==> config.mk <==
export PLATFORM = sky130hd
export DESIGN_NAME = helios_stream_arbiter_flat
export DESIGN_NICKNAME = d
export VERILOG_FILES = /design/src/rtl/helios_stream_arbiter_if.sv /design/src/rtl/helios_stream_arbiter.sv /design/src/flat_wrapper.sv
export SDC_FILE = /design/constraint.sdc
export NUM_CORES = 1
export LEC_CHECK = 0
export BUFFER_PORTS_ARGS = -buffer_cell sky130_fd_sc_hd__buf_2
export CORE_MARGIN = 2
export CORE_UTILIZATION = 49
export DETAILED_ROUTE_END_ITERATION = 10
export PLACE_DENSITY = 0.86
export SLEW_MARGIN = 20
export SYNTH_ARGS = -nofsm -noshare
export SYNTH_HDL_FRONTEND = slang
export SYNTH_SLANG_ARGS = --single-unit
==> constraint.sdc <==
create_clock -name clk -period 3.8 [get_ports clk]
set_input_delay 0.57 -clock clk [delete_from_list [all_inputs] [get_ports clk]]
set_output_delay 0.57 -clock clk [all_outputs]
set_load 0.1 [all_outputs]
==> src/rtl/helios_stream_arbiter_if.sv <==
// Channel-side and core-side byte handshakes of the Helios stream arbiter.
// master is the arbiter's view; slave is the surrounding channels and core.
interface helios_stream_arbiter_if #(
  parameter int NUM_CHANNELS = 4
);
  logic [8*NUM_CHANNELS-1:0] ch_in_data;
  logic [NUM_CHANNELS-1:0]   ch_in_valid;
  logic [NUM_CHANNELS-1:0]   ch_in_ready;
  logic [7:0]                ch_out_data;
  logic [NUM_CHANNELS-1:0]   ch_out_valid;
  logic [NUM_CHANNELS-1:0]   ch_out_ready;
  logic [7:0]                core_input_data;
  logic                      core_input_valid;
  logic                      core_input_ready;
  logic [7:0]                core_output_data;
  logic                      core_output_valid;
  logic                      core_output_ready;

  modport master (
    input  ch_in_data, ch_in_valid, ch_out_ready,
    input  core_input_ready, core_output_data, core_output_valid,
    output ch_in_ready, ch_out_data, ch_out_valid,
    output core_input_data, core_input_valid, core_output_ready
  );

  modport slave (
    output ch_in_data, ch_in_valid, ch_out_ready,
    output core_input_ready, core_output_data, core_output_valid,
    input  ch_in_ready, ch_out_data, ch_out_valid,
    input  core_input_data, core_input_valid, core_output_ready
  );
endinterface

==> src/rtl/helios_stream_arbiter.sv <==
// Round-robin time-sharing of one decoder core between byte-stream channels:
// one whole job in, its whole result out, then re-arbitrate.
module helios_stream_arbiter #(
  parameter int  NUM_CHANNELS  = 4,
  parameter int  JOB_IN_BYTES  = 4,
  parameter int  JOB_OUT_BYTES = 2,
  localparam int CH_W      = $clog2(NUM_CHANNELS),
  localparam int MAX_BYTES = (JOB_IN_BYTES > JOB_OUT_BYTES) ? JOB_IN_BYTES : JOB_OUT_BYTES,
  localparam int CNT_W     = $clog2(MAX_BYTES + 1)
) (
  input  logic                    clk,
  input  logic                    reset,
  helios_stream_arbiter_if.master bus,
  output logic [CH_W-1:0]         grant,
  output logic                    busy,
  output logic [15:0]             jobs_done
);

  typedef enum logic [1:0] {
    IDLE  = 2'd0,
    FEED  = 2'd1,
    DRAIN = 2'd2
  } state_e;

  localparam logic [CNT_W-1:0] IN_LAST  = CNT_W'(JOB_IN_BYTES - 1);
  localparam logic [CNT_W-1:0] OUT_LAST = CNT_W'(JOB_OUT_BYTES - 1);
  localparam logic [CH_W-1:0]  LAST_CH  = CH_W'(NUM_CHANNELS - 1);

  state_e            state_q, state_d;
  logic [CH_W-1:0]   grant_q, grant_d;
  logic [CH_W-1:0]   last_grant_q, last_grant_d;
  logic [CNT_W-1:0]  cnt_q, cnt_d;
  logic [15:0]       jobs_done_q, jobs_done_d;

  logic [CH_W-1:0]   pick_ch;
  logic [CH_W-1:0]   cand;
  logic              pick_found;
  logic              gnt_in_valid;
  logic              gnt_out_ready;
  logic              in_hs;
  logic              out_hs;

  assign gnt_in_valid  = bus.ch_in_valid[grant_q];
  assign gnt_out_ready = bus.ch_out_ready[grant_q];
  assign in_hs  = (state_q == FEED)  && gnt_in_valid && bus.core_input_ready;
  assign out_hs = (state_q == DRAIN) && bus.core_output_valid && gnt_out_ready;

  // Search starts just after the last served channel, so it rotates priority.
  always_comb begin
    pick_found = 1'b0;
    pick_ch    = '0;
    cand       = '0;
    for (int k = 1; k <= NUM_CHANNELS; k++) begin
      cand = CH_W'((int'(last_grant_q) + k) % NUM_CHANNELS);
      if (!pick_found && bus.ch_in_valid[cand]) begin
        pick_found = 1'b1;
        pick_ch    = cand;
      end
    end
  end

  always_ff @(posedge clk) begin
    if (reset) begin
      state_q      <= IDLE;
      grant_q      <= '0;
      last_grant_q <= LAST_CH;
      cnt_q        <= '0;
      jobs_done_q  <= '0;
    end else begin
      state_q      <= state_d;
      grant_q      <= grant_d;
      last_grant_q <= last_grant_d;
      cnt_q        <= cnt_d;
      jobs_done_q  <= jobs_done_d;
    end
  end

  always_comb begin
    state_d      = state_q;
    grant_d      = grant_q;
    last_grant_d = last_grant_q;
    cnt_d        = cnt_q;
    jobs_done_d  = jobs_done_q;
    case (state_q)
      IDLE: begin
        if (pick_found) begin
          grant_d = pick_ch;
          cnt_d   = '0;
          state_d = FEED;
        end
      end
      FEED: begin
        if (in_hs) begin
          if (cnt_q == IN_LAST) begin
            cnt_d   = '0;
            state_d = DRAIN;
          end else begin
            cnt_d = cnt_q + CNT_W'(1);
          end
        end
      end
      DRAIN: begin
        if (out_hs) begin
          if (cnt_q == OUT_LAST) begin
            cnt_d        = '0;
            last_grant_d = grant_q;
            jobs_done_d  = jobs_done_q + 16'd1;
            state_d      = IDLE;
          end else begin
            cnt_d = cnt_q + CNT_W'(1);
          end
        end
      end
      default: state_d = IDLE;
    endcase
  end

  // Core output is never accepted during FEED; the core holds it until DRAIN.
  always_comb begin
    bus.ch_in_ready       = '0;
    bus.ch_out_valid      = '0;
    bus.ch_out_data       = bus.core_output_data;
    bus.core_input_data   = bus.ch_in_data[{grant_q, 3'b000} +: 8];
    bus.core_input_valid  = 1'b0;
    bus.core_output_ready = 1'b0;
    case (state_q)
      FEED: begin
        bus.core_input_valid     = gnt_in_valid;
        bus.ch_in_ready[grant_q] = bus.core_input_ready;
      end
      DRAIN: begin
        bus.ch_out_valid[grant_q] = bus.core_output_valid;
        bus.core_output_ready     = gnt_out_ready;
      end
      default: ;
    endcase
  end

  assign grant     = grant_q;
  assign busy      = (state_q != IDLE);
  assign jobs_done = jobs_done_q;

endmodule
==> src/flat_wrapper.sv <==
// flat-port wrapper written by rule: the top's interface ports become plain ports
module helios_stream_arbiter_flat 
#(
  parameter int  NUM_CHANNELS  = 4,
  parameter int  JOB_IN_BYTES  = 4,
  parameter int  JOB_OUT_BYTES = 2,
  localparam int CH_W      = $clog2(NUM_CHANNELS),
  localparam int MAX_BYTES = (JOB_IN_BYTES > JOB_OUT_BYTES) ? JOB_IN_BYTES : JOB_OUT_BYTES,
  localparam int CNT_W     = $clog2(MAX_BYTES + 1)
)
  (clk, reset, grant, busy, jobs_done, bus_ch_in_data, bus_ch_in_valid, bus_ch_out_ready, bus_core_input_ready, bus_core_output_data, bus_core_output_valid, bus_ch_in_ready, bus_ch_out_data, bus_ch_out_valid, bus_core_input_data, bus_core_input_valid, bus_core_output_ready);
  helios_stream_arbiter_if #(.NUM_CHANNELS(NUM_CHANNELS)) bus_i ();
  input  logic clk;
  input  logic reset;
  output logic [CH_W-1:0] grant;
  output logic busy;
  output logic [15:0] jobs_done;
  input wire logic [$bits(bus_i.ch_in_data)-1:0] bus_ch_in_data;
  input wire logic [$bits(bus_i.ch_in_valid)-1:0] bus_ch_in_valid;
  input wire logic [$bits(bus_i.ch_out_ready)-1:0] bus_ch_out_ready;
  input wire logic [$bits(bus_i.core_input_ready)-1:0] bus_core_input_ready;
  input wire logic [$bits(bus_i.core_output_data)-1:0] bus_core_output_data;
  input wire logic [$bits(bus_i.core_output_valid)-1:0] bus_core_output_valid;
  output wire logic [$bits(bus_i.ch_in_ready)-1:0] bus_ch_in_ready;
  output wire logic [$bits(bus_i.ch_out_data)-1:0] bus_ch_out_data;
  output wire logic [$bits(bus_i.ch_out_valid)-1:0] bus_ch_out_valid;
  output wire logic [$bits(bus_i.core_input_data)-1:0] bus_core_input_data;
  output wire logic [$bits(bus_i.core_input_valid)-1:0] bus_core_input_valid;
  output wire logic [$bits(bus_i.core_output_ready)-1:0] bus_core_output_ready;
  assign bus_i.ch_in_data = bus_ch_in_data;
  assign bus_i.ch_in_valid = bus_ch_in_valid;
  assign bus_i.ch_out_ready = bus_ch_out_ready;
  assign bus_i.core_input_ready = bus_core_input_ready;
  assign bus_i.core_output_data = bus_core_output_data;
  assign bus_i.core_output_valid = bus_core_output_valid;
  assign bus_ch_in_ready = bus_i.ch_in_ready;
  assign bus_ch_out_data = bus_i.ch_out_data;
  assign bus_ch_out_valid = bus_i.ch_out_valid;
  assign bus_core_input_data = bus_i.core_input_data;
  assign bus_core_input_valid = bus_i.core_input_valid;
  assign bus_core_output_ready = bus_i.core_output_ready;
  helios_stream_arbiter #(.NUM_CHANNELS(NUM_CHANNELS), .JOB_IN_BYTES(JOB_IN_BYTES), .JOB_OUT_BYTES(JOB_OUT_BYTES)) u_core (.clk(clk), .reset(reset), .bus(bus_i), .grant(grant), .busy(busy), .jobs_done(jobs_done));
endmodule
== After elaboration in Yosys (flattened, before gate mapping) ==
Cells that the tools add are included.
W data, S select, Z words.

* $add $sub $neg: 6
* Magnitude comparators: 6
* Eq/ne operators: 9
* Shift-type cells: 1
* Multiplexer cells: 38
* Bitwise operators: 2
* Reductions and logical operators: 18

{| class="wikitable"
|+ Operators with widths
! kind !! count
|-
| $shiftx A32 B6 Y8 || 1
|-
| $mux W2 || 9
|-
| $add A16 B1 Y16 const B || 1
|-
| $lt A2 B3 Y1 const B || 5
|-
| $mux W3 || 5
|-
| $mux W1 || 13
|-
| $bmux W1 S2 || 6
|-
| $pmux W3 S3 || 1
|-
| $and A4 B4 Y4 || 2
|-
| $logic_and A1 B1 Y1 || 8
|-
| $mux W4 || 2
|-
| $ne A2 B1 Y1 const B || 3
|-
| $pmux W2 S3 || 1
|-
| $reduce_and A5 Y1 || 1
|-
| $add A2 B1 Y2 const B || 2
|-
| $add A2 B2 Y2 const B || 2
|-
| $ne A2 B2 Y1 const B || 2
|-
| $reduce_and A4 Y1 || 1
|-
| $add A3 B1 Y3 const B || 1
|-
| $eq A3 B1 Y1 const B || 1
|-
| $eq A3 B2 Y1 const B || 1
|-
| $logic_not A1 Y1 || 3
|-
| $reduce_and A3 Y1 || 1
|-
| $reduce_bool A3 Y1 || 1
|-
| other kinds (7) || 7
|}

* Bits in registers: 25
* Input port bits: 52

== Depth between registers and ports, before layout ==
Gate-level depths: netlist (run 1).

* Depth after elaboration: 15
* Depth in mapped cells: 7

== Worst setup path before layout (run 1) ==
No wires, ideal clock.

* Path kind: register to output
* From: register u_core.grant_q[1] (netlist: u_core.grant[1])
* To: output bus_ch_in_ready[0]
* Arrival time: 3,290 ps
* Path slack: -60 ps
* Cell stages (with the launch flop): 4
* Buffers on the path: 2
* Path through: dfxtp_1 buf_2 buf_1 nor3_1

* Cells in the longest elaborated chain, start to end: 6
* Elaborated cells between the ends (all ways): 7
* Classes of those cells: 2 x order compare; 3 x mux; 1 x bitwise; 1 x reduce/logical

{| class="wikitable"
|+ RTL lines
! what !! line !! RTL
|-
| start, declared || helios_stream_arbiter.sv:30 || <nowiki>logic [CH_W-1:0] grant_q, grant_d;</nowiki>
|-
| start signal, assigned || helios_stream_arbiter.sv:71 || <nowiki>grant_q <= grant_d;</nowiki>
|-
| $lt A2 B3 Y1 (not written as such) / $ge A2 B1 Y1 (equally long branches) || helios_stream_arbiter.sv:129 || <nowiki>bus.ch_in_ready[grant_q] = bus.core_input_ready;</nowiki>
|-
| $logic_and A1 B1 Y1 (not written as such) || helios_stream_arbiter.sv:129 ||
|-
| $mux W1 (not written as such) || helios_stream_arbiter.sv:129 ||
|-
| $demux W1 S2 (*) || n/a ||
|-
| $and A4 B4 Y4 (no source line) (*) || n/a ||
|-
| $mux W4 (*) || helios_stream_arbiter.sv:126 || <nowiki>case (state_q)</nowiki>
|-
| end, declared || flat_wrapper.sv:24 || <nowiki>output wire logic [$bits(bus_i.ch_in_ready)-1:0] bus_ch_in_ready;</nowiki>
|}

Mark *: on every way between the ends. The rest lies on a longest branch, timed or not.

== Worst setup path in the final report (run 1) ==
* From: input bus_ch_out_ready[3]
* To: output bus_core_output_ready

* Cells in the longest elaborated chain, start to end: 3

{| class="wikitable"
|+ RTL lines
! what !! line !! RTL
|-
| start, declared || flat_wrapper.sv:20 || <nowiki>input wire logic [$bits(bus_i.ch_out_ready)-1:0] bus_ch_out_ready;</nowiki>
|-
| $bmux W1 S2 || helios_stream_arbiter.sv:44 || <nowiki>assign gnt_out_ready = bus.ch_out_ready[grant_q];</nowiki>
|-
| $mux W1 (not written as such) || helios_stream_arbiter.sv:44 ||
|-
| $mux W1 || helios_stream_arbiter.sv:126 ||
|-
| end, declared || flat_wrapper.sv:29 || <nowiki>output wire logic [$bits(bus_i.core_output_ready)-1:0] bus_core_output_ready;</nowiki>
|}

Every way passes these cells. The select of a mux whose other input is x is not followed.

==> parameters.txt, run 1 <==
Parameter                              Value

Detailed routing
  Initial DRC Count    46
  Detailed-routing iteration count for the pre-antenna-repair pass    4
  Routed WL per cell    about 14 um
  DR vias/cell    ~5.5
  Total vias in the final route    approximately 1800
  Detailed-route wire length    between 4000 and 5000 um
  Detailed-route DRC error count    0
  DRT antenna net count    0

GRT
  Wire length of the first global-routing pass    about 7000 um
  Vias in the first global route    approximately 1600
  Overall Global Routing Usage    0.207
  GRT overflow    0
  Maximum number of pins on one net before global-route repair    29
  Antenna violations before repair    0

Power and ir drop
  Reported leakage power    0.993 nW
  Areal power density over the cells    around 530 mW/mm^2
  Largest voltage drop on the vdd net    between 0.2 and 0.3 mV

Placed design
  Routability-driven placement congestion ratio    between 0.8 and 0.9
  Post-placement cell count    320
  Dpl cell area    around 0.0022 mm^2
  Number of input and output port buffers inserted    80
  Post-detailed-placement half-perimeter wirelength    3490 um

Floorplanning
  Num rows    22
  Die area    ~0.0043 mm^2
  Area of the core region    roughly 0.0036 mm^2
  Die Y    between 60 and 70 um
  Starting Density    0.508
  Die width    roughly 65 um
  Boundary Pins    97

Clock tree
  Cts-stage hold buffer count    0
  CTS-repair resized insts    0
  CTS max path bufs    2
  Clock latency of the later-clocked register in the worst-skew pair    roughly 270 ps
  Clock Pin Slew Worst Setup and Hold Paths    80 ps
  Cell at the root of the clock tree    clkbuf_8
  H-tree lvl count    1
  CTS tree    done
  TritonCTS buffer count    3
  Clock sinks    25
  Setup repair bufs after CTS    0

Logic synthesis
  Area share of and/or/nand/nor cells after synthesis    0.265
  FF+latch count, synth    25
  Syn Inst Count    just over 200
  Library cell with the highest instance count after synthesis    dfxtp_1
  Commonest cells post-synth    25 x dfxtp_1, 16 x nor2_1, 15 x a21oi_1
  Ys flop type    dfxtp_1
  Register area share after synthesis    0.271
  Mux share of post-synthesis cell area    0.148
  Post-synthesis share of cell area spent on full adders, half adders and majority gates    0.0611
  Post-synthesis cell type with the largest combined area    dfxtp_1
  Post-synthesis instance area    roughly 0.0018 mm^2
  Post-synth top area share    0.271
  Net count after synthesis    around 270
  Leading post-synthesis cells by cell area    dfxtp_1 27%, mux4_2 11%, ha_1 6.1%, a21oi_1 4.1%, nand2b_1 4.1%
  Ys async rst share    0
  Mean cell area of the mapped netlist    around 9 um^2
  Dominant combinational cell family by area after synthesis    simple AND/OR/NAND/NOR gates
  Yosys warnings    0
  Post-synth EDFFs    0
  Xor/xnor cell area share of the yosys netlist    0.0285
  Compound-cell area share of the yosys netlist    0.141
  Number of different library cells in the post-synthesis netlist    47

STA
  Min Clock Period, post-route    ~2400 ps
  Relative slew margins    0.546
  Fmax    0.411 GHz
  Skew final    ~1.9 ps
  Count of final hold-check violations    0
  Fin. max-slew vios    0
  Ratio of final minimum period to clock period    0.640
  Final-layout worst hold slack    491 ps
  Final setup violating endpoints    0
  RSZ-0062 raised after global routing    no
  Actual transition at the worst max-transition pin    675 ps

Worst hold path
  Classification of the worst-slack hold path    reg2reg

Layout
  Final Non-Filler Cells    about 320
  Area delta synth->final    21.8%
  Share of post-route cells with drive strength above 1    0.377
  Final instance area    between 0.002 and 0.0025 mm^2
  Number of nets in the layout    ~340
  Antenna diode count    0

Setup path
  Crit path max fanout    13
  Startpoint Class    primary input
  Worst path arrival time    between 1500 and 2000 ps
  Critical Setup Path Class    in2out
  Kind of end point of the critical path    output pin
  Data required time at the worst endpoint    roughly 3200 ps

Flow run
  # Max-Cap Violations    0

Status
  Run status    completed
[cell families after synthesis]
group	Yosys count
AO/OA/AOI/OAI	41
XOR/XNOR	6
adder cells (fa/ha/maj)	9
buffers and inverters	27
flip-flops	25
multiplexers	16
AND/OR/NAND/NOR	83
[registers in the layout, summed over array words and instances, names as in the netlist]
register / cells
u_core.cnt_q: 3
u_core.grant: 2
u_core.jobs_done: 16
u_core.last_grant_q: 2
u_core.state_q: 2
[layout by cell type, fill, tap and decap left out, types with 6 or more instances in the layout]
| cell | instances |
|---|---|
| buf_2 | 80 |
| dfxtp_1 | 25 |
| nor2_1 | 16 |
| a21oi_1 | 15 |
| nand2b_1 | 12 |
| nand2_1 | 11 |
| inv_1 | 10 |
| o21ai_0 | 10 |
| mux4_2 | 9 |
| ha_1 | 9 |
| or3_1 | 8 |
| mux2i_1 | 7 |
| nand4_1 | 7 |
| nand3_1 | 6 |
[power breakdown]
part	switching (mW)	leakage, nW	internal [mW]	total [mW]
sequential	0.0142	0.202	0.279	0.293
combinational	0.558	0.768	0.192	0.750
clock	0.0838	0.0228	0.0751	0.159
total	0.656	0.993	0.545	1.20
[metrics by stage]
stage / total power, mW / setup TNS (ps) / utilization / worst slack [ps]
floorplan: 0.979 / -119 / - / -59.7
global placement: 1.05 / 0 / 0.606 / 1390
detailed placement: 1.05 / 0 / 0.606 / 1380
CTS: 1.21 / 0 / 0.618 / 1370
global route: 1.26 / 0 / 0.618 / 1320
finish: 1.20 / 0 / 0.618 / 1370
[per-layer routing]
| layer | global-route usage | routed length (um) |
|---|---|---|
| met4 | 0.0729 | 71 |
| met1 | 0.241 | 1870 |
| met5 | 0 | 0 |
| met3 | 0.0342 | 345 |
| met2 | 0.381 | 2210 |
[critical path, stage by stage]
cell and delay [ps]:
buf_2 110, mux4_2 630, and2_2 260, buf_2 290
[area by class of cell]
cell class                 instances  area (um^2)
multi-input combinational        155         1190
tap                               48         60.1
timing repair buffer              82          415
clock buffer                       4         45.0
fill                             321         1390
inverter                          10         37.5
sequential                        25          500
[path summary, 6_finish.rpt]
check                               startpoint                                 to  slack (ps)  cells past startpoint
max                        bus_ch_out_ready[3]              bus_core_output_ready        1370                      4
min          u_core.jobs_done[15]$_SDFFE_PP0P_  u_core.jobs_done[15]$_SDFFE_PP0P_         490                      2
max reg2reg     u_core.state_q[0]$_SDFFE_PP0P_  u_core.jobs_done[15]$_SDFFE_PP0P_        1820                      6
min reg2reg  u_core.jobs_done[15]$_SDFFE_PP0P_  u_core.jobs_done[15]$_SDFFE_PP0P_         490                      2
(Power assumes the default switching activity.)
==> run 2, diff against run 1 <==
--- a/config.mk
+++ b/config.mk
@@ -7,9 +7,9 @@
 export LEC_CHECK = 0
 export BUFFER_PORTS_ARGS = -buffer_cell sky130_fd_sc_hd__buf_2
 export CORE_MARGIN = 2
-export CORE_UTILIZATION = 49
+export CORE_UTILIZATION = 45
 export DETAILED_ROUTE_END_ITERATION = 10
-export PLACE_DENSITY = 0.86
+export PLACE_DENSITY = 0.8
 export SLEW_MARGIN = 20
 export SYNTH_ARGS = -nofsm -noshare
 export SYNTH_HDL_FRONTEND = slang
==> constraint.sdc (replaced) <==
create_clock -name clk -period 2.4 [get_ports clk]
set_input_delay 0.36 -clock clk [delete_from_list [all_inputs] [get_ports clk]]
set_output_delay 0.36 -clock clk [all_outputs]
set_load 0.1 [all_outputs]
==> run 2 against run 1 <==
Non-clock buffer count did not move; hold slack better by 8.7 ps; first-iteration DRC count grew 4.3%; setup slack worse by 1200 ps; register-to-register slack got worse by 1400 ps; highest routed layer unchanged; power is 62% higher; cell count rose by 0.62%; design area up 2.9%; clock skew hardly changed.
==> parameters.txt, run 2 (same netlist as run 1, synthesis figures left out) <==
Parameter                              Value

Clock tree
  Setup repair bufs after CTS    0 (unchanged)
  Clock Pin Slew Worst Setup and Hold Paths    80 ps (about the same)
  CTS tree    done
  Cts-stage hold buffer count    0 (unchanged)
  H-tree lvl count    1 (unchanged)
  TritonCTS buffer count    3 (unchanged)
  Clock latency of the later-clocked register in the worst-skew pair    260 ps (about the same)
  Cell at the root of the clock tree    clkbuf_8
  CTS-repair resized insts    0 (unchanged)
  Clock sinks    25 (unchanged)
  CTS max path bufs    2 (unchanged)

Layout
  Final instance area    0.00231 mm^2 (+2.9%)
  Leading cell types in the layout, fill and taps excluded    80 x buf_2, 23 x dfxtp_1, 15 x a21oi_1
  Number of nets in the layout    338 (unchanged)
  Fill cell count    362 (+13%)
  Antenna diode count    0 (unchanged)
  Commonest non-fill, non-tap cell in the layout    buf_2
  Max reg flops    16 (unchanged)
  Area delta synth->final    25.3%
  Share of post-route cells with drive strength above 1    0.413 (+0.0362)

STA
  Setup TNS after final layout    0 ps (unchanged)
  Fin. max-slew vios    0 (unchanged)
  Ratio of final minimum period to clock period    0.936
  Skew final    2.35 ps (+0.432 ps)
  Actual transition at the worst max-transition pin    645 ps (-30.8 ps)
  Final setup violating endpoints    0 (unchanged)
  Min Clock Period, post-route    roughly 2200 ps
  Count of final hold-check violations    0 (unchanged)
  RSZ-0062 raised after global routing    no
  Relative slew margins    0.566 (+0.0207)
  Fmax    roughly 0.45 GHz

Detailed routing
  Detailed-route wire length    4640 um (+3.2%)
  Detailed-routing iteration count for the pre-antenna-repair pass    4 (unchanged)
  Routed WL per cell    14.2 um (+2.6%)
  DR vias/cell    5.56 (+1.6%)
  Detailed-route DRC error count    0 (unchanged)
  Total vias in the final route    1814 (+2.2%)
  DRT antenna net count    0 (unchanged)
  Initial DRC Count    48 (+4.3%)

Floorplanning
  Boundary Pins    97 (unchanged)
  Area of the core region    0.00397 mm^2 (+9.3%)
  Starting Density    0.464 (-0.0432)
  Die width    68.0 um (+4.1%)
  Num rows    23 (+4.5%)
  Die area    0.00463 mm^2 (+8.3%)
  Die Y    68.0 um (+4.1%)

GRT
  Global routing usage on met3    0.0296 (-0.00464)
  Global routing usage on met1    0.238 (-0.00321)
  Antenna violations before repair    0 (unchanged)
  Busiest layer in global routing    met2
  Maximum number of pins on one net before global-route repair    29 (unchanged)
  Vias in the first global route    1669 (+4.9%)
  Overall Global Routing Usage    0.201 (-0.00665)
  GRT overflow    0 (unchanged)
  Met2 Usage GRT    0.373 (-0.00880)
  Wire length of the first global-routing pass    7240 um (+4.1%)

Power and ir drop
  Areal power density over the cells    841 mW/mm^2 (+57%)
  Largest voltage drop on the vdd net    0.454 mV (+72%)
  Reported leakage power    0.994 nW (about the same)

Worst hold path
  Classification of the worst-slack hold path    reg2reg

Placed design
  Routability-driven placement congestion ratio    0.771 (-5.0%)
  Dpl cell area    0.00227 mm^2 (+3.0%)
  Number of input and output port buffers inserted    80 (unchanged)
  Post-detailed-placement half-perimeter wirelength    3610 um (+3.5%)

Setup path
  Kind of end point of the critical path    output pin
  Startpoint Class    flop
  Crit path max fanout    12 (-1)
  Worst path arrival time    1890 ps (+30 ps)
  Critical Setup Path Class    reg2out
  Data required time at the worst endpoint    2040 ps (-1190 ps)

Status
  Run status    completed

Flow run
  # Max-Cap Violations    0 (unchanged)
[run 2: critical path: stages, from the launching register on]
cell and delay [ps]:
dfxtp_2 510, buf_4 290, mux4_2 520, buf_2 310
[run 2: power breakdown]
group	internal (mW)	leakage, nW	switching (mW)
logic	0.313	0.768	0.882
registers	0.443	0.203	0.0602
clock network	0.119	0.0228	0.127
[run 2: per-layer routing]
metal | part of all wire | vias to the layer above | wire, um
li1 | - | 896 | -
met1 | 0.42 | 846 | 1960
met2 | 0.48 | 70 | 2220
met3 | 0.092 | 2 | 427
met4 | 0.0073 | 0 | 34
met5 | 0 | - | 0
[run 2: path summary, 6_finish.rpt]
| path | from | endpoint | slack, ps | cells after the start |
|---|---|---|---|---|
| hold reg to reg | u_core.jobs_done[15]$_SDFFE_PP0P_ | u_core.jobs_done[15]$_SDFFE_PP0P_ | 500 | 2 |
| setup / recovery | u_core.grant[0]$_SDFFE_PP0P_ | bus_core_input_data[6] | 150 | 3 |
| setup reg to reg | u_core.state_q[0]$_SDFFE_PP0P_ | u_core.jobs_done[14]$_SDFFE_PP0P_ | 430 | 6 |
| hold / removal | u_core.jobs_done[15]$_SDFFE_PP0P_ | u_core.jobs_done[15]$_SDFFE_PP0P_ | 500 | 2 |
[run 2: final cells by class]
class | instances | area (um^2) | share of cell area
inverter | 10 | 37.5 | 0.0162
sequential | 25 | 505 | 0.219
clock buffer | 4 | 45.0 | 0.0195
tap | 50 | 62.6 | 0.0271
timing repair buffer | 82 | 415 | 0.180
multi-input combinational | 155 | 1240 | 0.539
[run 2: metrics by stage]
stage / worst slack [ps] / power (mW) / std cells / hold WS [ps] / utilization
finish: 153 / 1.94 / 326 / 499 / 0.582
global route: 35.4 / 2.04 / 326 / 524 / 0.582
CTS: 120 / 1.95 / 326 / 499 / 0.582
detailed placement: 416 / 1.71 / 322 / 485 / 0.571
global placement: 440 / 1.69 / 322 / 464 / 0.571
floorplan: 62.5 / 1.59 / 207 / 463 / -
==> run 3, diff against run 2 <==
--- a/config.mk
+++ b/config.mk
@@ -10,6 +10,7 @@
 export CORE_UTILIZATION = 45
 export DETAILED_ROUTE_END_ITERATION = 10
 export PLACE_DENSITY = 0.8
+export REMOVE_ABC_BUFFERS = 1
 export SLEW_MARGIN = 20
 export SYNTH_ARGS = -nofsm -noshare
 export SYNTH_HDL_FRONTEND = slang
==> constraint.sdc (replaced) <==
create_clock -name clk -period 2.4 [get_ports clk]
set_input_delay 0.48 -clock clk [delete_from_list [all_inputs] [get_ports clk]]
set_output_delay 0.48 -clock clk [all_outputs]
set_load 0.1 [all_outputs]
==> run 3 against run 2 <==
Hold slack worse by 11 ps; sequential power down 6.6%; sequential cell count unchanged; via count up 0.72%; sequential share of layout area down 0.60 points.
==> parameters.txt, run 3 (same netlist as run 1, synthesis figures left out) <==
Parameter                              Value

STA
  Count of final hold-check violations    0 (unchanged)
  Fmax    0.438 GHz (-1.5%)
  Final setup violating endpoints    0 (unchanged)
  Ratio of final minimum period to clock period    0.951 (+0.0147)
  Fin. max-slew vios    0 (unchanged)
  Min Clock Period, post-route    2280 ps (+35.2 ps)
  Relative slew margins    0.671 (+0.105)
  RSZ-0062 raised after global routing    no
  Actual transition at the worst max-transition pin    494 ps (-151 ps)
  Skew final    5.77 ps (+3.42 ps)
  Final-layout worst hold slack    488 ps (-11.5 ps)

GRT
  Overall Global Routing Usage    0.195 (-0.00537)
  Wire length of the first global-routing pass    7000 um (-3.2%)
  Antenna violations before repair    0 (unchanged)
  GRT overflow    0 (unchanged)
  Maximum number of pins on one net before global-route repair    29 (unchanged)
  Vias in the first global route    1677 (+0.48%)

Layout
  Fill cell count    360 (-0.55%)
  Commonest non-fill, non-tap cell in the layout    buf_2
  Antenna diode count    0 (unchanged)
  Area taken by flip-flops and latches    500 um^2 (-0.99%)
  Max reg flops    16 (unchanged)
  Area delta synth->final    27.5%
  Share of post-route cells with drive strength above 1    0.387 (-0.0259)
  Number of nets in the layout    341 (+0.89%)
  Area occupied by multi-input gates    0.00119 mm^2 (-4.6%)
  Leading cell types in the layout, fill and taps excluded    74 x buf_2, 25 x dfxtp_1, 16 x nor2_1
  Utilization after layout    0.592 (+0.0104)
  Final Non-Filler Cells    329 (+0.92%)

Detailed routing
  DRT antenna net count    0 (unchanged)
  Total vias in the final route    1827 (+0.72%)
  DR vias/cell    5.55 (-0.20%)
  Initial DRC Count    134 (+180%)
  Detailed-route wire length    4600 um (-1.0%)
  Detailed-route DRC error count    0 (unchanged)
  Routed WL per cell    14.0 um (-1.9%)
  Detailed-routing iteration count for the pre-antenna-repair pass    4 (unchanged)

Power and ir drop
  Switching Fraction    0.541 (-0.00925)
  Clock share of power    0.134 (+0.007)
  Power share of the sequential group    0.241 (-0.018)
  Design Power    1.95 mW (+0.47%)
  Reported leakage power    1.02 nW (+2.7%)
  Largest voltage drop on the vdd net    0.371 mV (-18%)
  Internal Pwr Total    0.896 mW (+2.5%)
  Areal power density over the cells    830 mW/mm^2 (-1.3%)
  Portion of total power attributed to combinational logic    0.625 (+0.010)
  Switch Pwr    1.06 mW (-1.2%)

Status
  Run status    completed

Clock tree
  Clock latency of the later-clocked register in the worst-skew pair    280 ps (+20 ps)
  Cts-stage hold buffer count    0 (unchanged)
  H-tree lvl count    1 (unchanged)
  CTS tree    done
  Clock Pin Slew Worst Setup and Hold Paths    90 ps (about the same)
  Clock sinks    25 (unchanged)
  Setup repair bufs after CTS    0 (unchanged)
  TritonCTS buffer count    3 (unchanged)
  Cell at the root of the clock tree    clkbuf_8
  CTS max path bufs    2 (unchanged)
  CTS-repair resized insts    0 (unchanged)

Setup path
  Crit-path cells    buf_4, mux4_2, buf_2
  Worst path arrival time    1800 ps (-90 ps)
  Critical path's largest stage delay    550 ps (+30 ps)
  Data required time at the worst endpoint    1920 ps (-120 ps)
  Depth of the worst register-to-register path    6 (unchanged)
  Crit path max fanout    20 (+8)
  Endpoint of the most critical register-to-register path    u_core.jobs_done[14]$_SDFFE_PP0P_
  Register-to-Register Setup Slack    440 ps (about the same)
  Critical Setup Path Class    reg2out
  Start point of the critical path    u_core.grant[0]$_SDFFE_PP0P_
  Kind of end point of the critical path    output pin
  End of the critical path    bus_core_input_data[4]
  Crit Reg-Reg Startpoint    u_core.state_q[0]$_SDFFE_PP0P_
  Startpoint Class    flop
  Cell with the biggest individual delay on the critical path    mux4_2

Placed design
  Routability-driven placement congestion ratio    0.760 (-1.5%)
  Post-placement cell count    325 (+0.93%)
  Post-detailed-placement half-perimeter wirelength    3590 um (-0.56%)
  Number of input and output port buffers inserted    80 (unchanged)

Floorplanning
  Area of the core region    0.00397 mm^2 (unchanged)
  Num rows    23 (unchanged)
  Starting Density    0.464 (unchanged)
  Boundary Pins    97 (unchanged)
  Die area    0.00463 mm^2 (unchanged)
  Die Y    68.0 um (unchanged)
  Die width    68.0 um (unchanged)

Flow run
  # Max-Cap Violations    0 (unchanged)

Worst hold path
  Classification of the worst-slack hold path    reg2reg
==> run 3: changes by cell type in the layout (fill, tap and decap cells not counted), moves of 2 or more <==
cell	before	now
buf_12	0	5
buf_2	80	74
buf_4	2	5
dfxtp_1	23	25
nor2_1	10	16
nor2_2	2	0
nor2_4	4	0
nor3_1	0	2
nor3_4	2	0
==> run 3: routing by layer <==
layer	vias up	share of wire	track usage
li1	904	-	-
met1	857	0.40	0.207
met2	60	0.52	0.380
met3	6	0.076	0.0477
met4	0	0.012	0.0500
met5	-	0	0
==> run 3: worst max-delay path, delay by kind of cell (launching register included) <==
kind,cells,cell delay [ps]
flops,1,360
mux,1,550
buf+inv,2,610
==> run 3: worst min path at each step <==
stage	start	end	slack [ps]	depth (start not counted)
final	u_core.jobs_done[15]$_SDFFE_PP0P_	u_core.jobs_done[15]$_SDFFE_PP0P_	490	2
after global routing	u_core.jobs_done[15]$_SDFFE_PP0P_	u_core.jobs_done[15]$_SDFFE_PP0P_	490	2
after CTS	u_core.jobs_done[15]$_SDFFE_PP0P_	u_core.jobs_done[15]$_SDFFE_PP0P_	490	2
after detailed placement	u_core.jobs_done[15]$_SDFFE_PP0P_	u_core.jobs_done[15]$_SDFFE_PP0P_	470	2
after global placement	u_core.jobs_done[15]$_SDFFE_PP0P_	u_core.jobs_done[15]$_SDFFE_PP0P_	460	2
after floorplan	u_core.last_grant_q[0]$_SDFFE_PP1P_	u_core.last_grant_q[0]$_SDFFE_PP1P_	460	1
==> run 3: layout make-up <==
type,instances,area share
multi-input combinational,155,0.505
inverter,10,0.0160
clock inverter,1,0.00319
tap,50,0.0266
timing repair buffer,85,0.219
clock buffer,3,0.0176
sequential,25,0.213
==> run 3: per-stage QoR <==
step / setup WS, ps / instance area, um^2 / TNS [ps]
after floorplan: -1320 / 1730 / -20470
after global placement: 383 / 2300 / 0
after detailed placement: 347 / 2300 / 0
after CTS: 95.9 / 2350 / 0
after global routing: 31.8 / 2350 / 0
final: 118 / 2350 / 0
==> run 3: power groups by stage <==
stage          combinational, mW  sequential, mW  clock, mW
5_1_grt                     1.29           0.475      0.292
2_1_floorplan              0.879           0.576          0
3_3_place_gp                1.20           0.478          0
6_report                    1.22           0.470      0.262
4_1_cts                     1.22           0.470      0.270
3_5_place_dp                1.22           0.479          0
